`config.mk`:
```
export PLATFORM = sky130hd
export DESIGN_NAME = mod3_rr_scheduler_flat
export DESIGN_NICKNAME = d
export VERILOG_FILES = /design/src/rtl/mod3_rr_scheduler_if.sv /design/src/rtl/mod3_rr_scheduler.sv /design/src/flat_wrapper.sv
export SDC_FILE = /design/constraint.sdc
export NUM_CORES = 1
export LEC_CHECK = 0
export ABC_AREA = 0
export BUFFER_PORTS_ARGS = -buffer_cell sky130_fd_sc_hd__buf_2
export CORE_MARGIN = 5
export CORE_UTILIZATION = 50
export DETAILED_ROUTE_END_ITERATION = 10
export PLACE_DENSITY_LB_ADDON = 0.25
export RECOVER_POWER = 50
export REMOVE_ABC_BUFFERS = 1
export SYNTH_ARGS = -nofsm -noshare
export SYNTH_HDL_FRONTEND = slang
export SYNTH_SLANG_ARGS = --single-unit
```
`constraint.sdc`:
```
create_clock -name clk -period 3 [get_ports clk]
set_clock_uncertainty 0.05 [all_clocks]
set_input_delay 0.75 -clock clk [delete_from_list [all_inputs] [get_ports clk]]
set_output_delay 0.75 -clock clk [all_outputs]
set_load 0.1 [all_outputs]
```
`src/rtl/mod3_rr_scheduler_if.sv`:
```
// mod3_rr_scheduler_if
//   Handshake bundle between two word requesters, the shared mod-3 residue
//   engine and the result consumer.
//   req0_* / req1_* : word request channels (valid/ready, WIDTH-bit data)
//   busy            : engine not idle
//   out_*           : held result channel (valid/ready, residue, div3 flag, id)
//   master : requester/consumer side      slave : scheduler side
interface mod3_rr_scheduler_if #(parameter int WIDTH = 8);
  logic             req0_valid;
  logic [WIDTH-1:0] req0_data;
  logic             req0_ready;
  logic             req1_valid;
  logic [WIDTH-1:0] req1_data;
  logic             req1_ready;
  logic             busy;
  logic             out_valid;
  logic             out_ready;
  logic             out_div3;
  logic [1:0]       out_residue;
  logic             out_id;

  modport master (
    output req0_valid, req0_data, req1_valid, req1_data, out_ready,
    input  req0_ready, req1_ready, busy, out_valid, out_div3, out_residue, out_id
  );

  modport slave (
    input  req0_valid, req0_data, req1_valid, req1_data, out_ready,
    output req0_ready, req1_ready, busy, out_valid, out_div3, out_residue, out_id
  );
endinterface

```
`src/rtl/mod3_rr_scheduler.sv`:
```
// mod3_rr_scheduler
//   Round-robin shares one serial divisible-by-3 engine between two word
//   requesters. An accepted word is shifted MSB-first through a 2-bit residue
//   FSM, one bit per clock; the residue, div3 flag and requester id are then
//   held on the result port until out_ready.
//   clk   : rising-edge clock
//   reset : synchronous active-high reset
//   bus   : mod3_rr_scheduler_if.slave (requests, busy, result channel)
module mod3_rr_scheduler #(
  parameter int WIDTH = 8
) (
  input logic                   clk,
  input logic                   reset,
  mod3_rr_scheduler_if.slave    bus
);
  localparam int CW = $clog2(WIDTH);

  typedef enum logic [1:0] {IDLE, SHIFT, DONE} state_t;

  state_t           state_q, state_d;
  logic [WIDTH-1:0] sh_q, sh_d;
  logic [1:0]       r_q, r_d;
  logic [CW-1:0]    cnt_q, cnt_d;
  logic             prio_q, prio_d;
  logic             id_q, id_d;
  logic             ov_q, ov_d;
  logic             div_q, div_d;
  logic [1:0]       res_q, res_d;
  logic             oid_q, oid_d;

  logic             gnt_id, acc0, acc1, acc, last;
  logic [1:0]       r_nxt;

  // (2r + b) mod 3
  function automatic logic [1:0] r_step(input logic [1:0] r, input logic b);
    case (r)
      2'd0:    r_step = b ? 2'd1 : 2'd0;
      2'd1:    r_step = b ? 2'd0 : 2'd2;
      default: r_step = b ? 2'd2 : 2'd1;
    endcase
  endfunction

  // Contention goes to prio; a lone requester always wins.
  assign gnt_id = (bus.req0_valid & bus.req1_valid) ? prio_q : bus.req1_valid;
  assign acc0   = (state_q == IDLE) & bus.req0_valid & ~gnt_id & ~reset;
  assign acc1   = (state_q == IDLE) & bus.req1_valid &  gnt_id & ~reset;
  assign acc    = acc0 | acc1;
  assign last   = (state_q == SHIFT) && (cnt_q == CW'(WIDTH - 1));
  assign r_nxt  = r_step(r_q, sh_q[WIDTH-1]);

  // state register
  always_ff @(posedge clk) begin
    if (reset) state_q <= IDLE;
    else       state_q <= state_d;
  end

  // next state
  always_comb begin
    state_d = state_q;
    case (state_q)
      IDLE:    if (acc)           state_d = SHIFT;
      SHIFT:   if (last)          state_d = DONE;
      DONE:    if (bus.out_ready) state_d = IDLE;
      default:                    state_d = IDLE;
    endcase
  end

  // outputs
  always_comb begin
    bus.req0_ready  = acc0;
    bus.req1_ready  = acc1;
    bus.busy        = (state_q != IDLE);
    bus.out_valid   = ov_q;
    bus.out_div3    = div_q;
    bus.out_residue = res_q;
    bus.out_id      = oid_q;
  end

  // datapath next values
  always_comb begin
    sh_d   = sh_q;
    r_d    = r_q;
    cnt_d  = cnt_q;
    prio_d = prio_q;
    id_d   = id_q;
    ov_d   = ov_q;
    div_d  = div_q;
    res_d  = res_q;
    oid_d  = oid_q;
    if (acc) begin
      sh_d   = acc1 ? bus.req1_data : bus.req0_data;
      r_d    = 2'd0;
      cnt_d  = '0;
      id_d   = acc1;
      prio_d = ~acc1;
    end
    if (state_q == SHIFT) begin
      r_d   = r_nxt;
      sh_d  = {sh_q[WIDTH-2:0], 1'b0};
      cnt_d = cnt_q + CW'(1);
      if (last) begin
        res_d = r_nxt;
        div_d = (r_nxt == 2'd0);
        oid_d = id_q;
        ov_d  = 1'b1;
      end
    end
    if ((state_q == DONE) && bus.out_ready) ov_d = 1'b0;
  end

  always_ff @(posedge clk) begin
    if (reset) begin
      sh_q   <= '0;
      r_q    <= 2'd0;
      cnt_q  <= '0;
      prio_q <= 1'b0;
      id_q   <= 1'b0;
      ov_q   <= 1'b0;
      div_q  <= 1'b0;
      res_q  <= 2'd0;
      oid_q  <= 1'b0;
    end else begin
      sh_q   <= sh_d;
      r_q    <= r_d;
      cnt_q  <= cnt_d;
      prio_q <= prio_d;
      id_q   <= id_d;
      ov_q   <= ov_d;
      div_q  <= div_d;
      res_q  <= res_d;
      oid_q  <= oid_d;
    end
  end
endmodule
```
`src/flat_wrapper.sv`:
```
// flat-port wrapper written by rule: the top's interface ports become plain ports
module mod3_rr_scheduler_flat 
#(
  parameter int WIDTH = 8
)
  (clk, reset, bus_req0_valid, bus_req0_data, bus_req1_valid, bus_req1_data, bus_out_ready, bus_req0_ready, bus_req1_ready, bus_busy, bus_out_valid, bus_out_div3, bus_out_residue, bus_out_id);
  mod3_rr_scheduler_if #(.WIDTH(WIDTH)) bus_i ();
  input logic clk;
  input logic reset;
  input wire logic [$bits(bus_i.req0_valid)-1:0] bus_req0_valid;
  input wire logic [$bits(bus_i.req0_data)-1:0] bus_req0_data;
  input wire logic [$bits(bus_i.req1_valid)-1:0] bus_req1_valid;
  input wire logic [$bits(bus_i.req1_data)-1:0] bus_req1_data;
  input wire logic [$bits(bus_i.out_ready)-1:0] bus_out_ready;
  output wire logic [$bits(bus_i.req0_ready)-1:0] bus_req0_ready;
  output wire logic [$bits(bus_i.req1_ready)-1:0] bus_req1_ready;
  output wire logic [$bits(bus_i.busy)-1:0] bus_busy;
  output wire logic [$bits(bus_i.out_valid)-1:0] bus_out_valid;
  output wire logic [$bits(bus_i.out_div3)-1:0] bus_out_div3;
  output wire logic [$bits(bus_i.out_residue)-1:0] bus_out_residue;
  output wire logic [$bits(bus_i.out_id)-1:0] bus_out_id;
  assign bus_i.req0_valid = bus_req0_valid;
  assign bus_i.req0_data = bus_req0_data;
  assign bus_i.req1_valid = bus_req1_valid;
  assign bus_i.req1_data = bus_req1_data;
  assign bus_i.out_ready = bus_out_ready;
  assign bus_req0_ready = bus_i.req0_ready;
  assign bus_req1_ready = bus_i.req1_ready;
  assign bus_busy = bus_i.busy;
  assign bus_out_valid = bus_i.out_valid;
  assign bus_out_div3 = bus_i.out_div3;
  assign bus_out_residue = bus_i.out_residue;
  assign bus_out_id = bus_i.out_id;
  mod3_rr_scheduler #(.WIDTH(WIDTH)) u_core (.clk(clk), .reset(reset), .bus(bus_i));
endmodule
```
After elaboration in Yosys (flattened, before gate mapping)

Index checks and enable logic that the tools add are counted.

Register bits after elaboration: 22
Word-level logic and storage cells: 57
Input port bits: 21

Bitwise gates (word level): 11
Reduce and logical (&&, ||, !) cells: 11
Equality and inequality tests: 7
Mux-type cells: 16
$add $sub $neg: 1

Operators by type and width:

| cell                  | count |
|---|---|
| $mux W8               | 3 |
| $mux W2               | 7 |
| $and A1 B1 Y1         | 7 |
| $logic_not A2 Y1      | 3 |
| $mux W3               | 2 |
| $pmux W2 S3           | 1 |
| $eq A2 B1 Y1 const B  | 2 |
| $ne A2 B1 Y1 const B  | 2 |
| $pmux W2 S2           | 1 |
| $reduce_bool A2 Y1    | 2 |
| $reduce_or A2 Y1      | 2 |
| $add A3 B1 Y3 const B | 1 |
| $eq A3 B3 Y1 const B  | 1 |
| $not A1 Y1            | 3 |
| $reduce_and A3 Y1     | 1 |
| $eq A2 B2 Y1 const B  | 1 |
| $logic_and A1 B1 Y1   | 2 |
| $mux W1               | 2 |
| $ne A2 B2 Y1 const B  | 1 |
| $reduce_and A2 Y1     | 1 |
| $or A1 B1 Y1          | 1 |

Depth between registers and ports, before layout

Depth in word-level cells: 8
Depth in mapped cells: 5
Depth with buffers taken out: 5

Least setup slack after synthesis

OpenSTA, ideal clock, no wires.

Kind: input to output
From: input bus_req0_valid
To: output bus_req0_ready
Stages on the path: 3
Required time: 2.200 ns
Path slack: -0.195 ns
Data arrival time: 2.395 ns
Cell sequence: nor3b_4 nand2_1 nor2_1

Word-level cells in the longest chain between the ends: 5

Ends and longest elaborated chain:

| what                           | RTL line                | RTL |
|---|---|---|
| start: declaration             | flat_wrapper.sv:10      | `input wire logic [$bits(bus_i.req0_valid)-1:0] bus_req0_valid;` |
| $and A1 B1 Y1                  | mod3_rr_scheduler.sv:44 | `assign gnt_id = (bus.req0_valid & bus.req1_valid) ? prio_q : bus.req1_valid;` |
| $mux W1                        | mod3_rr_scheduler.sv:44 |  |
| $not A1 Y1                     | mod3_rr_scheduler.sv:45 | `assign acc0 = (state_q == IDLE) & bus.req0_valid & ~gnt_id & ~reset;` |
| $and A1 B1 Y1 (*) (2 in a row) | mod3_rr_scheduler.sv:45 |  |
| end: declaration               | flat_wrapper.sv:15      | `output wire logic [$bits(bus_i.req0_ready)-1:0] bus_req0_ready;` |

Every way passes the cells marked *; elsewhere a longest branch is shown, timed or not.

Worst setup path in the final report

From: input bus_req1_valid
To: output bus_req1_ready

Word-level cells in the longest chain between the ends: 4

Ends and longest elaborated chain:

| what                           | RTL line                | RTL |
|---|---|---|
| start: declaration             | flat_wrapper.sv:12      | `input wire logic [$bits(bus_i.req1_valid)-1:0] bus_req1_valid;` |
| $and A1 B1 Y1                  | mod3_rr_scheduler.sv:44 |  |
| $mux W1                        | mod3_rr_scheduler.sv:44 |  |
| $and A1 B1 Y1 (*) (2 in a row) | mod3_rr_scheduler.sv:46 | `assign acc1 = (state_q == IDLE) & bus.req1_valid & gnt_id & ~reset;` |
| end: declaration               | flat_wrapper.sv:16      | `output wire logic [$bits(bus_i.req1_ready)-1:0] bus_req1_ready;` |

Marks and branches as above.

==> flow_metrics.tcl <==
set metrics [dict create \
    outcome "finished, final reports clean" \
    port_buffers 28 \
    grt_max_degree 17 \
    seq_area_frac_synth_pct 38.8 \
    dieArea_sq_um 3320 \
    instances_no_fill 189 \
    ys_warn_count 0 \
    critical_path.slowest_cell "buf_2" \
    grt_pass1_wl_um 4520 \
    ant_nets 0 \
    initial_core_util_pct 51.8 \
    endpoint_kind "output pin" \
    min_period_ns 2.58 \
    slew_headroom_pct 59.4 \
    tightest_slew_ns 0.607 \
    whs_ns 0.414 \
    slew_viol_final 0 \
    timing.fmax_mhz 388 \
    whs_path_depth 2 \
    p_leak_nw 0.573 \
    multi_input_area_sq_um 608 \
    nets 185 \
    vdd_drop_max_uv 317 \
    cts_buffers 3 \
    crit_required_ns 2.20 \
    synth-seq-cells 22 \
    yosys.cell_types.count 35 \
    layout-drive-gt1-share_pct 28.6 \
    final_util_pct 61.7 \
    clock_path_buffers 2 \
    synthCells 131 \
    drtIter0Drc 28 \
    hold_viol_final 0 \
    syn_to_final_growth_pct 19.1 \
    yosysMostFrequentCell "dfxtp_1" \
    synth_ff_type "dfxtp_1" \
    crit_type "input port to output pin" \
    clk_pin_slew_worst_paths_ns 0.13 \
    fill_cells 214 \
    drcViolationCount 0 \
    syn_area_per_cell_sq_um 8.66 \
    row_count 17 \
    yosys.area.top_type "dfxtp_1" \
    track_usage_pct 16.9 \
    synth_area_sq_um 1130 \
    cp.arrival_ns 1.78 \
    grt_antenna_before_repair 0 \
    finalWeightedCongestion 0.795 \
    vias 1073 \
    grt-ovfl-total 0 \
    setup_viol 0 \
    cp_cell_sequence "buf_2 -> nor3b_2 -> nand3b_2 -> inv_1 -> buf_2" \
    cpMostUsedCell "buf_2" \
    async_flop_share_pct 0 \
    power_uw 641 \
    powerDensity_nw_per_um2 474 \
    n_antenna_cell 0 \
    grt_pass1_vias 1007 \
    max_stage_delay_ns 0.42 \
    rsz0062_at_grt "no" \
    dp_hpwl_um 2010 \
    cts_root_buf "clkbuf_4" \
    clock_latency_ns 0.30 \
    placed_cells 185 \
    wl_per_cell_um 14.4 \
    period_share_pct 85.8 \
    fp.coreArea_sq_um 2190 \
    cts_hold_buf 0 \
    cts.repair.resized 0 \
    drtPass1Iterations 4 \
    ys_top_cells_by_count "22 x dfxtp_1, 14 x o21ai_0, 11 x a21oi_1" \
    htreeDepth 1 \
    cp-start-kind "input port" \
    cts_tree "yes" \
    synth_top_area_share_pct 38.8 \
    postCtsSetupBuffers 0 \
    worstPathMaxFanout 4 \
    reg2reg_depth 4 \
    drv_cap 0 \
    die_w_um 57.6 \
    cts.sinks 22 \
    chipHeight_um 57.6 \
    drt-total-wl_um 2710 \
    hold_path.class "flop to flop" \
    synth_enable_flop_cells 0 \
    pin_count 29 \
    via_per_inst 5.68 \
    regArea_sq_um 440 \
    synthTopCellsByArea "dfxtp_1 39%, o21ai_0 6.2%, a32oi_1 5.4%" \
]
-- final cells by class --
type,instances,share of cell area [%]
Timing Repair Buffer,35,13.7
Clock buffer,3,1.67
Multi-Input combinational cell,92,45.0
Inverter,8,2.22
Sequential cell,22,32.6
Tap cell,28,2.59
Clock inverter,1,2.22
-- metal layers --
layer  wire, um  global-route usage, %  share of wire, %  up-vias
li1           -                      -                 -      540
met1       1250                   22.1                46      510
met2       1310                   28.9                48       21
met3        132                   3.34               4.9        2
met4         17                   2.98              0.63        0
met5          0                      0                 0        -
-- where the power goes --
group          switching, mW  internal (mW)  leakage [nW]
combinational         0.0560         0.0391         0.365
clock                 0.0937          0.135        0.0279
sequential            0.0124          0.305         0.180
-- stage by stage --
stage	area, sq um	setup TNS (ns)	setup slack (ns)
2_1_floorplan	1080	-0.195	-0.195
3_3_place_gp	1310	0	0.472
3_5_place_dp	1310	0	0.422
4_1_cts	1360	0	0.423
5_1_grt	1350	0	0.340
6_report	1350	0	0.425
-- registers in the layout, indices dropped and copies added (netlist names) --
signal,count
u_core.sh_q,8
u_core.cnt_q,3
u_core.bus.out_residue,2
u_core.r_q,2
u_core.state_q,2
u_core.bus.out_div3,1
u_core.bus.out_id,1
u_core.bus.out_valid,1
u_core.id_q,1
u_core.prio_q,1
-- cells by family (layout without fill, tap and decap cells) --
family                   count (synthesis)  count (layout)  share of synthesized area, %
AO/OA/AOI/OAI                           45              45                          26.6
AND/OR/NAND/NOR                         43              43                          23.0
flip-flops                              22              22                          38.8
buffers and inverters                   17              47                          7.61
adder cells (fa/ha/maj)                  2               2                          2.20
XOR/XNOR                                 1               1                         0.772
multiplexers                             1               1                         0.992
-- worst max-delay path: cells and delay by family --
| family | cells | cell delay, ns |
|---|---|---|
| buffers and inverters | 3 | 0.60 |
| and+or+nand+nor | 2 | 0.43 |
-- path summary, 6_finish.rpt --
kind | from | to | slack (ns)
min reg2reg | u_core.bus.out_id$_SDFFE_PP0P_ | u_core.bus.out_id$_SDFFE_PP0P_ | 0.41
max | bus_req1_valid | bus_req1_ready | 0.42
min | u_core.bus.out_id$_SDFFE_PP0P_ | u_core.bus.out_id$_SDFFE_PP0P_ | 0.41
max reg2reg | u_core.state_q[0]$_SDFFE_PP0P_ | u_core.sh_q[4]$_SDFFE_PP0P_ | 0.95
-- cell usage in the layout (no fill, tap or decap), drive strengths merged, types with 2 or more instances in the layout --
cell,synthesis,layout
a21oi,11,11
a32oi,7,7
buf,7,33
clkbuf,2,5
dfxtp,22,22
ha,2,2
inv,8,8
nand2,8,8
nand2b,3,3
nand3,5,5
nand3b,2,2
nor2,7,7
nor2b,9,9
nor3,3,3
nor3b,3,3
o21ai,14,14
o221ai,7,7
No activity file was read; power rests on OpenSTA's default activity.
